[config.mk]
export PLATFORM = sky130hd
export DESIGN_NAME = cnn_ofm_writer_flat
export DESIGN_NICKNAME = d
export VERILOG_FILES = /design/src/rtl/cnn_ofm_writer_if.sv /design/src/rtl/cnn_ofm_writer.sv /design/src/flat_wrapper.sv
export SDC_FILE = /design/constraint.sdc
export NUM_CORES = 1
export LEC_CHECK = 0
export BUFFER_PORTS_ARGS = -buffer_cell sky130_fd_sc_hd__buf_2
export CAP_MARGIN = 40
export CORE_UTILIZATION = 55
export DETAILED_ROUTE_END_ITERATION = 8
export GPL_ROUTABILITY_DRIVEN = 0
export PLACE_DENSITY = 0.75
export SYNTH_ARGS = -nofsm -noshare
export SYNTH_HDL_FRONTEND = slang
export SYNTH_SLANG_ARGS = --single-unit
[constraint.sdc]
create_clock -name clk_i -period 3.1 [get_ports clk_i]
set_input_delay 0.62 -clock clk_i [delete_from_list [all_inputs] [get_ports clk_i]]
set_output_delay 0.62 -clock clk_i [all_outputs]
set_load 0.03 [all_outputs]
[src/rtl/cnn_ofm_writer_if.sv]
// Pixel-stream and output-memory bus of the cnn ofm writer.
// slave: the writer. master: the conv engine plus the output fm store.
interface cnn_ofm_writer_if #(
  parameter int unsigned Tm_p     = 1,
  parameter int unsigned DATA_W_p = 16,
  parameter int unsigned ADDR_W_p = 4
);
  // Pixel beat stream from the conv engine.
  logic                     valid;
  logic                     ready;
  logic [Tm_p*DATA_W_p-1:0] data;

  // Write port towards the output feature-map memory.
  logic                     mem_we;
  logic                     mem_ready;
  logic [ADDR_W_p-1:0]      mem_addr;
  logic [Tm_p*DATA_W_p-1:0] mem_data;

  modport master (
    output valid, data, mem_ready,
    input  ready, mem_we, mem_addr, mem_data
  );

  modport slave (
    input  valid, data, mem_ready,
    output ready, mem_we, mem_addr, mem_data
  );
endinterface

[src/rtl/cnn_ofm_writer.sv]
// Output-side receiver for the cnn conv engine. Accumulates NPASS_p input-channel passes of an
// R_p x C_p tile of Tm_p-lane pixels in a local buffer, then drains the finished tile to the
// output feature-map memory, once per Tm_p-channel tile, for all M_p/Tm_p tiles of a layer.
// Build option: define CNN_OFM_SAT_EN for saturating lane adds (default: wrap modulo 2^DATA_W_p).
module cnn_ofm_writer #(
  parameter int unsigned M_p      = 1,
  parameter int unsigned R_p      = 4,
  parameter int unsigned C_p      = 4,
  parameter int unsigned Tm_p     = 1,
  parameter int unsigned NPASS_p  = 1,
  parameter int unsigned DATA_W_p = 16
) (
  input  logic            clk_i,
  input  logic            reset_i,
  input  logic            start_i,
  cnn_ofm_writer_if.slave bus,
  output logic            busy_o,
  output logic            done_o
);

  localparam int unsigned NumPix   = R_p * C_p;
  localparam int unsigned NumTiles = M_p / Tm_p;
  localparam int unsigned NumWords = NumTiles * NumPix;
  localparam int unsigned AddrW    = (NumWords > 1) ? $clog2(NumWords) : 1;
  localparam int unsigned PixW     = (NumPix > 1) ? $clog2(NumPix) : 1;
  localparam int unsigned PassW    = (NPASS_p > 1) ? $clog2(NPASS_p) : 1;
  localparam int unsigned TileW    = (NumTiles > 1) ? $clog2(NumTiles) : 1;
  localparam int unsigned BeatW    = Tm_p * DATA_W_p;

  localparam logic [PixW-1:0]  PixLast  = PixW'(NumPix - 1);
  localparam logic [PassW-1:0] PassLast = PassW'(NPASS_p - 1);
  localparam logic [TileW-1:0] TileLast = TileW'(NumTiles - 1);

  typedef enum logic [1:0] {StIdle, StAccum, StDrain, StDone} state_e;

  state_e             state_q;
  logic [PixW-1:0]    pix_q;
  logic [PassW-1:0]   pass_q;
  logic [TileW-1:0]   mtile_q;
  logic               ready_q;
  logic               mem_we_q;
  logic [AddrW-1:0]   mem_addr_q;
  logic [BeatW-1:0]   mem_data_q;
  logic               busy_q;
  logic               done_q;

  // Partial-sum tile; never reset, pass 0 overwrites every pixel.
  logic [BeatW-1:0]   tile_buf_q [NumPix];

  logic               beat_fire;
  logic               mem_fire;
  logic               pix_last;
  logic               pass_first;
  logic               pass_last;
  logic               tile_last;
  logic [PixW-1:0]    pix_inc;
  logic [BeatW-1:0]   cur_word;
  logic [BeatW-1:0]   acc_word;

  // One lane add; the carry-out bit of the widened sum is the true sign.
  function automatic logic [DATA_W_p-1:0] lane_add(input logic [DATA_W_p-1:0] a,
                                                   input logic [DATA_W_p-1:0] b);
    logic [DATA_W_p:0] sum;
    sum = {a[DATA_W_p-1], a} + {b[DATA_W_p-1], b};
`ifdef CNN_OFM_SAT_EN
    if (sum[DATA_W_p] != sum[DATA_W_p-1]) begin
      return sum[DATA_W_p] ? {1'b1, {(DATA_W_p-1){1'b0}}} : {1'b0, {(DATA_W_p-1){1'b1}}};
    end
`endif
    return sum[DATA_W_p-1:0];
  endfunction

  // Pixel-word address: tile base plus raster pixel index.
  function automatic logic [AddrW-1:0] word_addr(input logic [TileW-1:0] tile,
                                                 input logic [PixW-1:0]  pix);
    return AddrW'(tile * NumPix + pix);
  endfunction

  // ready_q is only ever set in ACCUM and mem_we_q only in DRAIN.
  assign beat_fire  = bus.valid & ready_q;
  assign mem_fire   = mem_we_q & bus.mem_ready;
  assign pix_last   = (pix_q == PixLast);
  assign pass_first = (pass_q == '0);
  assign pass_last  = (pass_q == PassLast);
  assign tile_last  = (mtile_q == TileLast);
  assign pix_inc    = pix_q + 1'b1;
  assign cur_word   = tile_buf_q[pix_q];

  // Per-lane next partial sum for the pixel addressed by the current beat.
  always_comb begin
    acc_word = '0;
    for (int unsigned t = 0; t < Tm_p; t++) begin
      acc_word[t*DATA_W_p +: DATA_W_p] = pass_first ? bus.data[t*DATA_W_p +: DATA_W_p]
          : lane_add(cur_word[t*DATA_W_p +: DATA_W_p], bus.data[t*DATA_W_p +: DATA_W_p]);
    end
  end

  // Buffer update as a single-cycle read-modify-write, so back-to-back beats to the same pixel
  // always see the previous sum.
  always_ff @(posedge clk_i) begin
    if (beat_fire) begin
      tile_buf_q[pix_q] <= acc_word;
    end
  end

  // Control FSM with registered handshake, memory and status outputs.
  always_ff @(posedge clk_i or negedge reset_i) begin
    if (!reset_i) begin
      state_q    <= StIdle;
      pix_q      <= '0;
      pass_q     <= '0;
      mtile_q    <= '0;
      ready_q    <= 1'b0;
      mem_we_q   <= 1'b0;
      mem_addr_q <= '0;
      mem_data_q <= '0;
      busy_q     <= 1'b0;
      done_q     <= 1'b0;
    end else begin
      unique case (state_q)
        StIdle: begin
          if (start_i) begin
            state_q <= StAccum;
            pix_q   <= '0;
            pass_q  <= '0;
            mtile_q <= '0;
            ready_q <= 1'b1;
            busy_q  <= 1'b1;
          end
        end

        StAccum: begin
          if (beat_fire) begin
            if (!pix_last) begin
              pix_q <= pix_inc;
            end else begin
              pix_q <= '0;
              if (!pass_last) begin
                pass_q <= pass_q + 1'b1;
              end else begin
                // Final beat of the tile: present word 0 next cycle. With a one-pixel tile
                // word 0 is the sum being written right now, so forward it.
                pass_q     <= '0;
                state_q    <= StDrain;
                ready_q    <= 1'b0;
                mem_we_q   <= 1'b1;
                mem_addr_q <= word_addr(mtile_q, '0);
                mem_data_q <= (NumPix == 1) ? acc_word : tile_buf_q[0];
              end
            end
          end
        end

        StDrain: begin
          // Address and data only move on an accepted write, so stalls hold them.
          if (mem_fire) begin
            if (!pix_last) begin
              pix_q      <= pix_inc;
              mem_addr_q <= word_addr(mtile_q, pix_inc);
              mem_data_q <= tile_buf_q[pix_inc];
            end else begin
              pix_q      <= '0;
              mem_we_q   <= 1'b0;
              mem_addr_q <= '0;
              mem_data_q <= '0;
              if (tile_last) begin
                state_q <= StDone;
                busy_q  <= 1'b0;
                done_q  <= 1'b1;
              end else begin
                state_q <= StAccum;
                mtile_q <= mtile_q + 1'b1;
                ready_q <= 1'b1;
              end
            end
          end
        end

        StDone: begin
          state_q <= StIdle;
          mtile_q <= '0;
          done_q  <= 1'b0;
        end

        default: begin
          state_q <= StIdle;
        end
      endcase
    end
  end

  assign bus.ready    = ready_q;
  assign bus.mem_we   = mem_we_q;
  assign bus.mem_addr = mem_addr_q;
  assign bus.mem_data = mem_data_q;
  assign busy_o       = busy_q;
  assign done_o       = done_q;

endmodule

[src/flat_wrapper.sv]
// flat-port wrapper written by rule: the top's interface ports become plain ports
module cnn_ofm_writer_flat 
#(
  parameter int unsigned M_p      = 1,
  parameter int unsigned R_p      = 4,
  parameter int unsigned C_p      = 4,
  parameter int unsigned Tm_p     = 1,
  parameter int unsigned NPASS_p  = 1,
  parameter int unsigned DATA_W_p = 16
)
  (clk_i, reset_i, start_i, busy_o, done_o, bus_valid, bus_data, bus_mem_ready, bus_ready, bus_mem_we, bus_mem_addr, bus_mem_data);
  cnn_ofm_writer_if #(.Tm_p(Tm_p), .DATA_W_p(DATA_W_p), .ADDR_W_p(4)) bus_i ();
  input  logic clk_i;
  input  logic reset_i;
  input  logic start_i;
  output logic busy_o;
  output logic done_o;
  input wire logic [$bits(bus_i.valid)-1:0] bus_valid;
  input wire logic [$bits(bus_i.data)-1:0] bus_data;
  input wire logic [$bits(bus_i.mem_ready)-1:0] bus_mem_ready;
  output wire logic [$bits(bus_i.ready)-1:0] bus_ready;
  output wire logic [$bits(bus_i.mem_we)-1:0] bus_mem_we;
  output wire logic [$bits(bus_i.mem_addr)-1:0] bus_mem_addr;
  output wire logic [$bits(bus_i.mem_data)-1:0] bus_mem_data;
  assign bus_i.valid = bus_valid;
  assign bus_i.data = bus_data;
  assign bus_i.mem_ready = bus_mem_ready;
  assign bus_ready = bus_i.ready;
  assign bus_mem_we = bus_i.mem_we;
  assign bus_mem_addr = bus_i.mem_addr;
  assign bus_mem_data = bus_i.mem_data;
  cnn_ofm_writer #(.M_p(M_p), .R_p(R_p), .C_p(C_p), .Tm_p(Tm_p), .NPASS_p(NPASS_p), .DATA_W_p(DATA_W_p)) u_core (.clk_i(clk_i), .reset_i(reset_i), .start_i(start_i), .bus(bus_i), .busy_o(busy_o), .done_o(done_o));
endmodule
=== Word level (Yosys, flattened, before mapping) ===
Memory sizes are Yosys's and may differ from the RTL's.
Cells that the tools add are included.

* Bits in writable memories: 256
* Memories: 1
* Logic and storage cells: 105
* Bits in registers: 32
* Output and inout bits: 24

* Reductions and logical operators: 16
* Equality and inequality tests: 12
* Muxes and demuxes: 59
* Add/subtract/negate cells: 5
* Bitwise gates (word level): 2

{| class="wikitable"
|+ Memories
! memory !! words !! bits a word !! rd ports !! clocked after memory_dff !! wr ports !! line !! RTL
|-
| u_core.tile_buf_q || 16 || 16 || 3 || 0 || 1 || cnn_ofm_writer.sv:48 || <nowiki>logic [BeatW-1:0] tile_buf_q [NumPix];</nowiki>
|}

{| class="wikitable"
|+ Operators with widths
! kind !! number
|-
| $mux W16 || 6
|-
| $mux W4 || 9
|-
| $pmux W16 S2 || 1
|-
| $mux W1 || 27
|-
| $add A16 B16 Y16 || 1
|-
| $reduce_and A4 Y1 || 4
|-
| $mux W2 || 7
|-
| $pmux W4 S3 || 1
|-
| $reduce_and A6 Y1 || 2
|-
| $ne A2 B1 Y1 const B || 5
|-
| $reduce_and A5 Y1 || 2
|-
| $pmux W1 S2 || 4
|-
| $pmux W2 S4 || 1
|-
| $pmux W4 S2 || 1
|-
| $reduce_and A8 Y1 || 1
|-
| $reduce_bool A2 Y1 || 4
|-
| $ne A2 B2 Y1 const B || 3
|-
| $pmux W1 S3 || 2
|-
| $reduce_bool A3 Y1 || 2
|-
| $add A1 B4 Y4 const A || 1
|-
| $add A4 B1 Y4 const B || 1
|-
| $eq A2 B2 Y1 const B || 2
|-
| $eq A4 B4 Y1 const B || 1
|-
| $add A1 B1 Y1 const B || 2
|-
| 3 further kinds || 4
|}

=== Depth between registers and ports, before layout ===
* Word-level depth: 5
* Mapped depth: 11
* Gate-level depth less buffers: 6

=== Worst setup path after synthesis ===
OpenSTA, ideal clock, no wires.

* Path type: flip-flop to flip-flop
* Start: register u_core.pix_q[1]
* End: memory u_core.tile_buf_q[3][0] (netlist name) (enable)
* Data required time: 2.670 ns
* Buffers on the path: 0
* Stages on the path, launching flop included: 4
* Arrival time: 2.475 ns
* Setup time: 0.430 ns
* Slack: 0.194 ns
* Cell sequence: dfrtp_1 -> ha_1 -> inv_1 -> nor4_1

{| class="wikitable"
|+ RTL lines
! element !! line !! RTL
|-
| start: declaration || cnn_ofm_writer.sv:37 || <nowiki>logic [PixW-1:0] pix_q;</nowiki>
|-
| start signal: assignment || cnn_ofm_writer.sv:135 || <nowiki>pix_q <= pix_inc;</nowiki>
|-
| start signal: assignment || cnn_ofm_writer.sv:158 || <nowiki>pix_q <= pix_inc;</nowiki>
|-
| end: declaration || cnn_ofm_writer.sv:48 ||
|}

Straight into the memory's write port.

=== Worst setup path in the final report ===
* Start: register u_core.pix_q[1]
* End: register u_core.mem_data_q[4] (netlist: u_core.bus.mem_data[4])

* Cells in the longest elaborated chain, start to end: 5
* Elaborated cells on any way between the ends: 8
* Classes of those cells: 1 x add/sub; 2 x eq/ne; 3 x mux; 1 x reduce/logical; 1 x memory

{| class="wikitable"
|+ RTL lines
! element !! line !! RTL
|-
| $add A4 B1 Y4 || cnn_ofm_writer.sv:86 || <nowiki>assign pix_inc = pix_q + 1'b1;</nowiki>
|-
| $mem_v2 Z16 W16 || n/a ||
|-
| $mux W16 || cnn_ofm_writer.sv:157 || <nowiki>if (!pix_last) begin</nowiki>
|-
| $mux W16 || cnn_ofm_writer.sv:156 || <nowiki>if (mem_fire) begin</nowiki>
|-
| $pmux W16 S2 || cnn_ofm_writer.sv:120 || <nowiki>unique case (state_q)</nowiki>
|-
| end signal: assignment || cnn_ofm_writer.sv:148 || <nowiki>mem_data_q <= (NumPix == 1) ? acc_word : tile_buf_q[0];</nowiki>
|-
| end signal: assignment || cnn_ofm_writer.sv:160 || <nowiki>mem_data_q <= tile_buf_q[pix_inc];</nowiki>
|-
| end: declaration || cnn_ofm_writer.sv:43 || <nowiki>logic [BeatW-1:0] mem_data_q;</nowiki>
|}

Parallel ways exist; a longest one is shown, timed or not. The select of a mux whose other input is x is not followed.
A chain may end at the register's enable or synchronous reset.

==> parameters.txt <==
Parameter                              Value

Power
  Max IR drop VDD    0.4690 mV
  Leakage power summed over all cells    4.512 nW
  Power per Cell Area    951.1 mW/mm2

GRT
  First-pass GRT wire length    38830 um
  Total global-route track usage    24.28%
  Vias in the first global route    6342
  Total grt overflow    0
  Initial antenna violation count    0
  Largest net degree at the start of global routing    33

Setup path
  Setup slack, reg-to-reg    0.42 ns
  CP endpoint kind    flip-flop
  CP Launch Point    u_core.pix_q[1]$_DFFE_PN0P_
  Required time reported for the critical path endpoint    3.47 ns
  CP endpoint    u_core.bus.mem_data[4]$_DFFE_PN0P_
  CP arrival    3.05 ns
  Max FO, Critical Path    19
  Reg-to-Reg End    u_core.bus.mem_data[4]$_DFFE_PN0P_
  Startpoint types    flip-flop
  Worst reg2reg path depth    7
  Number of buffer and inverter stages on the critical path    2
  Critical-path top delay cell    sky130_fd_sc_hd__dfrtp_1
  Launching point of the worst reg2reg path    u_core.pix_q[1]$_DFFE_PN0P_
  Stages on the worst setup path    7
  Critical-path cell list    inv_1 -> ha_4 -> buf_4 -> mux2_2 -> mux4_2 -> a22oi_1 -> a31oi_1
  Maximum single-stage delay on the critical path    0.49 ns
  Worst setup path class    reg2reg
  Dominant delay contributor by cell family on the critical path    multiplexers

STA
  Max Clock Skew    0.01201 ns
  Worst hold slack    0.1900 ns
  Number of max-slew violations in the final report    0
  Number of hold violations in the final report    0
  Setup repair after global routing missed its margin    false
  Transition time at the pin with the least slew margin    0.8149 ns
  Number of endpoints failing setup at the final stage    0
  Fmax achieved    0.3726 GHz
  Tightest slew margin relative to the limit    45.67%
  Final period utilization    86.58%
  Tmin final    2.684 ns
  Total negative setup slack    0 ns

Clock network
  Insertion delay of the later-clocked pin in the worst-skew pair    0.52 ns
  Number of buffers on the longest clock path    3
  Post-cts gate resize count    0
  H-tree levels    1
  Post-CTS Setup Inserts    0
  Clock root buffer    sky130_fd_sc_hd__clkbuf_16
  Clk pin slew, worst setup/hold paths    0.06 ns
  Number of sinks handled by clock tree synthesis    286
  Hold buffers post-CTS    0
  Inserted Clock Buffers    27
  CTS tree    yes

Route
  ANT nets after route    0
  Vias post-DR    6143
  DR WL/cell    26.17 um
  Total Wirelength    25620 um
  DRC errors left    0
  DR pass1 iterations    4
  Met1 wire length    10710 um
  Number of vias per cell after detailed routing    6.275
  Wire length on met2    12560 um
  Detailed router's first-iteration violation count    601
  Highest metal layer with signal wires    met4
  WL met3    1754 um

Die
  Die Span X    148.1 um
  Die boundary height    148.1 um
  Placeable Area    0.02096 mm2
  Cell row count    53
  Floorplan die area    0.02192 mm2
  Number of placed I/O pins    45
  Effective utilization at floorplan    55.99%

Placement
  Cell Area, Placed    0.01247 mm2
  Number of cells after detailed placement    930
  Placed wire-length estimate    14900 um
  Port bufs    44

Logic synthesis
  Number of library cell types mapped by synthesis    46
  Net count after synthesis    638
  Portion of synthesized cell area occupied by the leading cell type    65.52%
  Cell taking the most area after synthesis    sky130_fd_sc_hd__edfxtp_1
  Asr flop ratio synth    10.49%
  Most used flip-flop cell after synthesis    sky130_fd_sc_hd__edfxtp_1
  Flip-flop and latch count after synthesis    286
  Count of flip-flops with a built-in enable after synthesis    256
  Cell types with the highest counts after synthesis    sky130_fd_sc_hd__edfxtp_1 (256), sky130_fd_sc_hd__mux2_2 (58), sky130_fd_sc_hd__mux4_2 (48), sky130_fd_sc_hd__dfrtp_1 (30), sky130_fd_sc_hd__mux2_1 (25)
  Top cells by area, synth    sky130_fd_sc_hd__edfxtp_1 (66%), sky130_fd_sc_hd__mux4_2 (9.2%), sky130_fd_sc_hd__dfrtp_1 (6.4%)
  Synth Area per Inst    19.33 um2
  Most numerous cell in the Yosys netlist    sky130_fd_sc_hd__edfxtp_1
  Synth Instances    607
  Netlist area before placement    0.01173 mm2
  Proportion of synthesized chip area in sequential cells    71.92%
  Syn. warnings    0

Run
  Max cap viols    0

Min path
  Path category of the worst min-delay check    in2async

Finish
  Synth-to-layout area growth    14.09%
  Fraction of final layout cells sized beyond drive strength 1    34.23%
  Final design instance area without fill    0.01339 mm2
  Number of standard cells in the final layout excluding fillers    979
  Finished Core Util    63.88%
  Count of antenna diodes in the layout    0
  Layout net count    715

Outcome
  Result of the run    finished, final reports clean
-- layout make-up --
class / count / area, um2
clock inverters: 17 / 182.7
inverters: 10 / 40.04
clock buffers: 32 / 734.5
fillers: 1400 / 7570
repair buffers: 80 / 590.6
multi-input cells: 279 / 3054
flip-flops and latches: 286 / 8439
well taps: 275 / 344.1
-- sequential cells by signal (all words and copies together) (netlist names) --
signal and cells:
u_core.busy_o 1, u_core.bus.ready 1, u_core.bus.mem_addr 4, u_core.done_o 1, u_core.pix_q 4, u_core.bus.mem_data 16
u_core.bus.mem_we 1, u_core.state_q 2, u_core.tile_buf_q 256
-- worst register-to-register path, stage by stage (launching register included) --
cell and delay (ns):
sky130_fd_sc_hd__dfrtp_1 0.49, sky130_fd_sc_hd__inv_1 0.14, sky130_fd_sc_hd__ha_4 0.48, sky130_fd_sc_hd__buf_4 0.26
sky130_fd_sc_hd__mux2_2 0.35, sky130_fd_sc_hd__mux4_2 0.46, sky130_fd_sc_hd__a22oi_1 0.22, sky130_fd_sc_hd__a31oi_1 0.12
-- placed cells by master (no fill, tap or decap), drive strengths merged, types with 2 or more instances in the layout --
cell type / count
nand2b: 2
dfrtp: 30
a22oi: 16
nand2: 11
a31oi: 18
buf: 80
clkinvlp: 2
mux2i: 3
nand3: 23
o21ai: 4
bufinv: 4
o31ai: 2
nor3b: 2
mux4: 48
a22o: 3
clkbuf: 32
edfxtp: 256
clkinv: 11
a21oi: 17
ha: 10
mux2: 84
and2: 16
nor2: 4
inv: 10
-- report_power, final --
group          total (mW)  switching, mW  leakage, nW  internal, mW
combinational        4.55           2.50         1.40          2.05
sequential           4.83          0.229         2.66          4.60
clock                3.35           1.34        0.448          2.01
total                12.7           4.07         4.51          8.66
-- how the worst min path moves through the flow --
stage | startpoint | endpoint | slack (ns) | cells past startpoint
after floorplan | reset_i | u_core.bus.mem_addr[0]$_DFFE_PN0P_ | 0.32 | 0
after global placement | u_core.bus.mem_addr[1]$_DFFE_PN0P_ | u_core.bus.mem_addr[1]$_DFFE_PN0P_ | 0.47 | 1
after detailed placement | u_core.bus.mem_addr[3]$_DFFE_PN0P_ | u_core.bus.mem_addr[3]$_DFFE_PN0P_ | 0.52 | 1
after CTS | reset_i | u_core.bus.mem_data[0]$_DFFE_PN0P_ | 0.21 | 1
after global routing | reset_i | u_core.state_q[1]$_DFFE_PN0P_ | 0.23 | 1
final | reset_i | u_core.state_q[1]$_DFFE_PN0P_ | 0.19 | 1
-- metrics by stage --
stage                     setup WS [ns]  power [mW]
after floorplan                  0.1942       8.235
after global placement           0.5702       9.275
after detailed placement         0.4892       9.404
after CTS                        0.4562       12.78
after global routing             0.3060       13.21
final                            0.4160       12.73
-- per-layer routing --
layer  track usage [%]  vias up
met2             39.37      279
met5                 0        -
met3             3.436       51
met1             34.77     3210
met4             6.959        0
li1                  -     2603
-- cell families after synthesis --
family                   after synthesis  share of synthesized area, %
AO/OA/AOI/OAI                         69                         4.084
multiplexers                         135                         17.56
buffers and inverters                 42                         2.325
AND/OR/NAND/NOR                       64                         2.901
XOR/XNOR                               1                        0.1387
flip-flops                           286                         71.92
adder cells (fa/ha/maj)               10                         1.066
Note: power is estimated with default switching activity, not from simulation.
